$ cat config.mk
export PLATFORM = sky130hd
export DESIGN_NAME = uart_cmd_decoder
export DESIGN_NICKNAME = d
export VERILOG_FILES = /design/src/rtl/uart_cmd_decoder.sv
export SDC_FILE = /design/constraint.sdc
export NUM_CORES = 1
export LEC_CHECK = 0
export ABC_AREA = 1
export CAP_MARGIN = 20
export CORE_AREA = 4 4 94 114
export CTS_CLUSTER_DIAMETER = 80
export CTS_CLUSTER_SIZE = 12
export DETAILED_ROUTE_END_ITERATION = 7
export DIE_AREA = 0 0 98 118
export GPL_ROUTABILITY_DRIVEN = 1
export SYNTH_ARGS = -nofsm -noshare
export SYNTH_HDL_FRONTEND = slang
export SYNTH_SLANG_ARGS = --single-unit
$ cat constraint.sdc
create_clock -name clk -period 2.87 [get_ports clk]
set_clock_uncertainty 0.2 [all_clocks]
set_input_delay 0.574 -clock clk [delete_from_list [all_inputs] [get_ports clk]]
set_output_delay 0.574 -clock clk [all_outputs]
set_load 0.02 [all_outputs]
$ cat src/rtl/uart_cmd_decoder.sv
// uart_cmd_decoder: buffers received UART bytes and decodes ASCII commands into counter control
//
// Ports
//    clk        in   1  system clock
//    rst        in   1  asynchronous active-low reset
//    rx_data    in   8  received byte, valid while rx_done=1
//    rx_done    in   1  one-cycle byte strobe from uart_rx
//    tx_busy    in   1  uart_tx busy flag (used only with echo)
//    cmd_run    out  1  level: counter running
//    cmd_mode   out  1  level: 0 = count up, 1 = count down
//    cmd_clear  out  1  one-cycle clear pulse
//    cmd_err    out  1  one-cycle pulse for an unrecognised byte
//    overflow   out  1  sticky: a byte was dropped on a full FIFO
//    tx_start   out  1  one-cycle echo strobe
//    tx_data    out  8  echo byte, held until the next echo
//
// Macro CMD_ECHO_EN: when defined, every decoded byte is echoed to uart_tx
// through the ECHO/GUARD states; otherwise tx_start/tx_data are tied to 0.
module uart_cmd_decoder #(
   parameter int FIFO_DEPTH = 4,
   parameter int FIFO_AW    = 2
) (
   input  logic       clk,
   input  logic       rst,
   input  logic [7:0] rx_data,
   input  logic       rx_done,
   input  logic       tx_busy,
   output logic       cmd_run,
   output logic       cmd_mode,
   output logic       cmd_clear,
   output logic       cmd_err,
   output logic       overflow,
   output logic       tx_start,
   output logic [7:0] tx_data
);
   typedef enum logic [2:0] {IDLE, FETCH, EXEC, ECHO, GUARD} state_t;
   state_t state, state_d;
   logic [7:0] mem [FIFO_DEPTH];
   logic [FIFO_AW:0] wr_ptr, rd_ptr;
   logic [7:0] cmd_byte, cmd_byte_d, ucase;
   logic empty, full, pop, push;
   logic run_d, mode_d, clear_d, err_d;
   localparam logic [FIFO_AW:0] PTR_ONE = {{FIFO_AW{1'b0}}, 1'b1};
   // Extra pointer MSB distinguishes full from empty when the low bits match.
   assign empty = wr_ptr == rd_ptr;
   assign full  = (wr_ptr[FIFO_AW] != rd_ptr[FIFO_AW]) &&
                  (wr_ptr[FIFO_AW-1:0] == rd_ptr[FIFO_AW-1:0]);
   // FETCH is only entered with a non-empty FIFO, so a pop there is always valid.
   assign pop  = state == FETCH;
   // A pop in the same cycle frees a slot, so a full FIFO still accepts the byte.
   assign push = rx_done && (!full || pop);
   // Fold lowercase letters onto uppercase; everything else passes unchanged.
   assign ucase = (cmd_byte >= 8'h61 && cmd_byte <= 8'h7A) ? cmd_byte - 8'h20 : cmd_byte;
`ifdef CMD_ECHO_EN
   logic       start_d;
   logic [7:0] data_d;
`else
   logic unused_tx_busy;
   assign unused_tx_busy = tx_busy;
   assign tx_start = 1'b0;
   assign tx_data  = 8'h00;
`endif
   always_ff @(posedge clk)
      if (push) mem[wr_ptr[FIFO_AW-1:0]] <= rx_data;
   always_ff @(posedge clk or negedge rst)
      if (!rst) begin
         state     <= IDLE;
         wr_ptr    <= '0;
         rd_ptr    <= '0;
         cmd_byte  <= 8'h00;
         cmd_run   <= 1'b0;
         cmd_mode  <= 1'b0;
         cmd_clear <= 1'b0;
         cmd_err   <= 1'b0;
         overflow  <= 1'b0;
`ifdef CMD_ECHO_EN
         tx_start  <= 1'b0;
         tx_data   <= 8'h00;
`endif
      end else begin
         state     <= state_d;
         cmd_byte  <= cmd_byte_d;
         cmd_run   <= run_d;
         cmd_mode  <= mode_d;
         cmd_clear <= clear_d;
         cmd_err   <= err_d;
         if (push) wr_ptr <= wr_ptr + PTR_ONE;
         if (pop) rd_ptr <= rd_ptr + PTR_ONE;
         if (rx_done && !push) overflow <= 1'b1;
`ifdef CMD_ECHO_EN
         tx_start  <= start_d;
         tx_data   <= data_d;
`endif
      end
   always_comb begin
      state_d    = state;
      cmd_byte_d = cmd_byte;
      run_d      = cmd_run;
      mode_d     = cmd_mode;
      clear_d    = 1'b0;
      err_d      = 1'b0;
`ifdef CMD_ECHO_EN
      start_d    = 1'b0;
      data_d     = tx_data;
`endif
      case (state)
         IDLE:  state_d = empty ? IDLE : FETCH;
         FETCH: begin
            cmd_byte_d = mem[rd_ptr[FIFO_AW-1:0]];
            state_d    = EXEC;
         end
         EXEC: begin
            case (ucase)
               8'h52:   run_d   = 1'b1;
               8'h53:   run_d   = 1'b0;
               8'h43:   clear_d = 1'b1;
               8'h4D:   mode_d  = !cmd_mode;
               8'h55:   mode_d  = 1'b0;
               8'h44:   mode_d  = 1'b1;
               default: err_d   = 1'b1;
            endcase
`ifdef CMD_ECHO_EN
            state_d = ECHO;
`else
            state_d = IDLE;
`endif
         end
`ifdef CMD_ECHO_EN
         ECHO:
            if (!tx_busy) begin
               start_d = 1'b1;
               data_d  = cmd_byte;
               state_d = GUARD;
            end
         // One idle cycle lets uart_tx raise tx_busy before the next echo.
         GUARD: state_d = IDLE;
`endif
         default: state_d = IDLE;
      endcase
   end
endmodule
==> reports/results.ini, run 1 <==
[global_route]
grt_max_degree = 22
grt_first_pass_wirelength_um = 6680
antenna_found_initial = 0
grt-ovfl-total = 0
first_global_vias = 1416
track_usage = 0.0717

[floorplan]
core_sq_um = 9520
fp.dieH_um = 118
ioPinCount = 26
initial_utilization = 0.248
num_rows = 39
fp.dieArea_sq_um = 11600
die_x_um = 98

[sta]
finalSetupViolCount = 0
max_freq_mhz = 476
rsz0062_at_grt = no
worstMarginPinSlew_ps = 655
fin_crit_ps = 2100
final_critical_path_setup_slack_ps = 769
slew_headroom = 0.564
timing.hold.ws_ps = 275
finalHoldViolations = 0
post-route-period-util = 0.732
slew_violations = 0
timing.setup.tns_ps = 0

[logic_synthesis]
netlist_instances = 218
synth_area_leaders = edfxtp_1 (41%), dfrtp_1 (22%), nor2_1 (6.1%)
synthSimpleGateAreaFrac = 0.154
synth_compound_area_frac = 0.0791
yosys_warnings = 0
syn_avg_cell_area_sq_um = 10.8
yosysSeqAreaShare = 0.631
ys_seq_elements = 53
yosysTopAreaCell = edfxtp_1
syn_area_sq_um = 2360
synthAdderAreaFrac = 0.0318
synth_xor_area_frac = 0.0223
synthMuxAreaShare = 0.00478
synth_top_area_frac = 0.408
synth_top_family_by_area = simple AND/OR/NAND/NOR gates
ys_types = 29

[route]
ant_nets = 0
drc = 0
wl_um = 3890
routed-via-count = 1483
drt_iter0_drc = 59
wl_per_cell_um = 10.7
avgViaCountPerCell = 4.09
dr.pass1.iters = 4

[final_layout]
fin_area_sq_um = 2800
diodes = 0
final_cell_mix = nor2_1 (38), edfxtp_1 (32), nand2_1 (27)
final_common_cell = nor2_1
layout.cells.non_filler = 363
nets = 257
fill_cells = 980
post-route-util = 0.294
syn_to_final_growth_pct = 18.7
drive_gt1_frac = 0.100

[clocking]
cts_buffers = 5
cts_tree = done
cts_hold_buf = 0
post_cts_buffers = 0
cts-root-buf = clkbuf_16
clock_sinks = 53
clk_pin_slew_ps = 70
insertion_delay_ps = 290
htreeDepth = 2
cts_resized = 0
cts_buffer_depth = 2

[place]
postPlaceCellArea_sq_um = 2640
dp_cells = 355
gp_congestion = 0.752
dp_worst_setup_slack_ps = 816
port_buffers = 15
post-dp-hpwl_um = 2690

[setup_path]
cp-endpoint = wr_ptr[2]
rrSetupSlack_ps = 770
r2r_end = wr_ptr[2]
required_ps = 2840
worst_setup_path_start_kind = flip-flop
reg2reg_depth = 7
arrival_ps = 2070
r2r-start = rd_ptr[0]
crit_type = flip-flop to flip-flop
endpoint_kind = flip-flop
path_max_fanout = 20
critical_path.startpoint = rd_ptr[0]

[status]
status = complete, no violations

[pwr]
power_density_nw_per_um2 = 996
peakVddDrop_mv = 0.335
leakage_nw = 1.11
power_mw = 2.79

[flow_run]
maxCapViolations = 0

[hold_path]
holdCritPathClass = flip-flop to flip-flop
hp-start = overflow

-- sequential cells by signal, summed over array words and instances (netlist names) --
register / cells
cmd_mode: 1
overflow: 1
mem: 32
wr_ptr: 3
rd_ptr: 3
cmd_err: 1
cmd_clear: 1
state: 2
cmd_run: 1
cmd_byte: 8
-- power breakdown --
part	leakage [nW]	switching, mW	internal (mW)	total [mW]
Sequential	0.550	0.192	1.05	1.24
Combinational	0.479	0.549	0.376	0.924
Clock	0.0767	0.281	0.336	0.617
Total	1.11	1.02	1.76	2.79
-- worst min-delay path by stage --
stage                       end  slack [ps]  cells after the start
detailed placement     overflow         270                      1
global route           overflow         320                      1
global placement       overflow         250                      1
CTS                    overflow         280                      1
finish                 overflow         270                      1
floorplan           cmd_byte[0]          80                      0
-- cell type report --
cell class	instances	area, sq um	share of cell area
clock buffer	5	125	0.0447
clock inverter	3	28.8	0.0103
inverter	21	78.8	0.0282
multi-input combinational	136	722	0.258
sequential	53	1490	0.531
tap	123	154	0.0550
timing repair buffer	22	203	0.0725
-- cell families after synthesis --
logic type                 after synthesis
AOI/OAI and AO/OA                       30
xor gates and xnor gates                 6
buffers and inverters                   37
and+or+nand+nor                         84
muxes                                    1
other                                    1
DFF                                     53
adders and majority gates                6
-- cell usage after synthesis --
master and number:
nand2_2 1, mux2_2 1, nor2_2 2, inv_2 2
nor2_1 38, nand2_1 27, nor4_1 1, inv_1 19
nand3_1 8, nor3b_1 1, nor3_1 1, buf_4 9
a31o_2 1, xor2_1 4, nand3b_1 1, buf_2 5
edfxtp_1 32, a21oi_1 4, dfrtp_1 21, nor2_4 1
clkbuf_1 2, xnor2_1 2, nand3_2 1, o21a_1 1
o21ai_0 16, ha_1 6, nand4_1 2, o32ai_1 8
conb_1 1
-- critical path, stage by stage (launching register included) --
cell and delay, ps:
dfrtp_1 770, nand2_1 100, a21oi_1 280, nand2_1 100, nand2_2 150, nor2_2 40
buf_4 180, xor2_1 150
-- per-layer routing --
| metal | vias up | wire length (um) | GRT usage |
|---|---|---|---|
| li1 | 762 | - | - |
| met1 | 685 | 1810 | 0.0896 |
| met2 | 34 | 1840 | 0.115 |
| met3 | 2 | 220 | 0.0225 |
| met4 | 0 | 16 | 0.0286 |
| met5 | - | 0 | 0 |
Note: power is estimated with default switching activity, not from simulation.
==> inputs of run 2 (changes only) <==
==> constraint.sdc (replaced) <==
create_clock -name clk -period 2.2 [get_ports clk]
set_clock_uncertainty 0.2 [all_clocks]
set_input_delay 0.44 -clock clk [delete_from_list [all_inputs] [get_ports clk]]
set_output_delay 0.44 -clock clk [all_outputs]
set_load 0.02 [all_outputs]
==> run 2 against run 1 <==
Against the previous run: final cell count grew 0.55%; clock power grew 29%; non-clock buffer count is 2 higher; die area unchanged.
==> reports/results.ini, run 2 (same netlist as run 1, synthesis figures left out) <==
[pwr]
peakVddDrop_mv = 0.474  ; +41%
leakage_nw = 1.11  ; +0.73%
power_density_nw_per_um2 = 1300  ; +31%

[sta]
fin_crit_ps = 1910
post-route-period-util = 0.868
final_critical_path_setup_slack_ps = 290  ; -479 ps
rsz0062_at_grt = no
finalSetupViolCount = 0  ; unchanged
slew_violations = 0  ; unchanged
finalHoldViolations = 0  ; unchanged
max_freq_mhz = 524
timing.setup.tns_ps = 0  ; unchanged

[setup_path]
worst_setup_path_start_kind = flip-flop
reg2reg_depth = 9  ; +2
path_max_fanout = 3  ; -85%
slowest_stage = clkdlybuf4s50_1
r2r-start = cmd_byte[5]
required_ps = 1560  ; -1280 ps
endpoint_kind = output port
crit_buf_inv = 1  ; unchanged
crit_chain = clkdlybuf4s50_1
path_delay_family = buffers and inverters
r2r_end = cmd_run
rrSetupSlack_ps = 340  ; -430 ps
crit_type = flip-flop to output port
arrival_ps = 1270  ; -800 ps
max_stage_delay_ps = 610  ; -160 ps

[clocking]
post_cts_buffers = 0  ; unchanged
insertion_delay_ps = 290  ; about the same
clock_sinks = 53  ; unchanged
cts_tree = done
cts-root-buf = clkbuf_16
cts_hold_buf = 0  ; unchanged
htreeDepth = 2  ; unchanged
cts_buffers = 5  ; unchanged
cts_buffer_depth = 2  ; unchanged
clk_pin_slew_ps = 70  ; about the same
cts_resized = 0  ; unchanged

[route]
wl_per_cell_um = 10.5  ; -1.8%
dr.pass1.iters = 4  ; unchanged
avgViaCountPerCell = 4.09  ; about the same
drc = 0  ; unchanged
drt_iter0_drc = 63  ; +6.8%
wl_um = 3850  ; -1.2%
routed-via-count = 1492  ; +0.61%
ant_nets = 0  ; unchanged

[floorplan]
num_rows = 39  ; unchanged
fp.dieH_um = 118  ; unchanged
core_sq_um = 9520  ; unchanged
fp.dieArea_sq_um = 11600  ; unchanged
ioPinCount = 26  ; unchanged
die_x_um = 98  ; unchanged
initial_utilization = 0.248  ; unchanged

[place]
dp_worst_setup_slack_ps = 305  ; -511 ps
gp_congestion = 0.775  ; +3.1%
post-dp-hpwl_um = 2690  ; about the same
port_buffers = 15  ; unchanged
dp_cells = 357  ; +0.56%

[final_layout]
drive_gt1_frac = 0.107  ; +0.00744
layout.cells.non_filler = 365  ; +0.55%
largest_register_ffs = 32  ; unchanged
diodes = 0  ; unchanged
fill_cells = 980  ; unchanged
final_common_cell = nor2_1
final_cell_mix = nor2_1 (38), edfxtp_1 (32), nand2_1 (27)
syn_to_final_growth_pct = 19.2
nets = 259  ; +0.78%

[hold_path]
whs_path_depth = 1  ; unchanged
min_to = overflow
holdCritPathClass = flip-flop to flip-flop
hp-start = overflow

[global_route]
grt_max_degree = 22  ; unchanged
antenna_found_initial = 0  ; unchanged
first_global_vias = 1379  ; -2.6%
grt_first_pass_wirelength_um = 6440  ; -3.6%
track_usage = 0.0688  ; -0.00291
grt-ovfl-total = 0  ; unchanged

[flow_run]
maxCapViolations = 0  ; unchanged

[status]
status = complete, no violations

==> run 2: layout make-up <==
type                    instances  area, sq um  share of cell area
flip-flops and latches         53         1490               0.529
clock buffers                   5          125              0.0445
inverters                      21         78.8              0.0280
repair buffers                 24          218              0.0775
well taps                     123          154              0.0548
clock inverters                 3         26.3             0.00935
multi-input cells             136          722               0.257
==> run 2: worst max-delay path by stage <==
stage	startpoint	to	slack, ps	cells after the start
finish	cmd_mode	cmd_mode	290	1
global route	cmd_byte[5]	cmd_mode	170	10
global placement	rx_done	mem[3][7]	320	4
CTS	cmd_mode	cmd_mode	280	1
floorplan	rd_ptr[1]	mem[0][0]	350	6
detailed placement	rx_done	mem[3][6]	300	4
==> run 2: layer usage <==
| metal | GRT usage | wire, um |
|---|---|---|
| met1 | 0.0819 | 1810 |
| met2 | 0.116 | 1840 |
| met3 | 0.0202 | 152 |
| met4 | 0.0260 | 47 |
| met5 | 0 | 0 |
==> run 2: power breakdown <==
group          total (mW)  leakage [nW]  internal [mW]  switching (mW)
sequential           1.54         0.550           1.37           0.160
clock               0.796        0.0752          0.434           0.361
combinational        1.32         0.489          0.513           0.811
total                3.65          1.11           2.32            1.33
==> run 2: stage by stage <==
stage               hold WS (ps)  power (mW)   util  area (sq um)
floorplan                  -55.6        2.53      -          2390
global placement             255        2.87  0.279          2660
detailed placement           259        2.90  0.279          2660
CTS                          274        3.70  0.295          2810
global route                 291        3.95  0.295          2810
finish                       270        3.65  0.295          2810
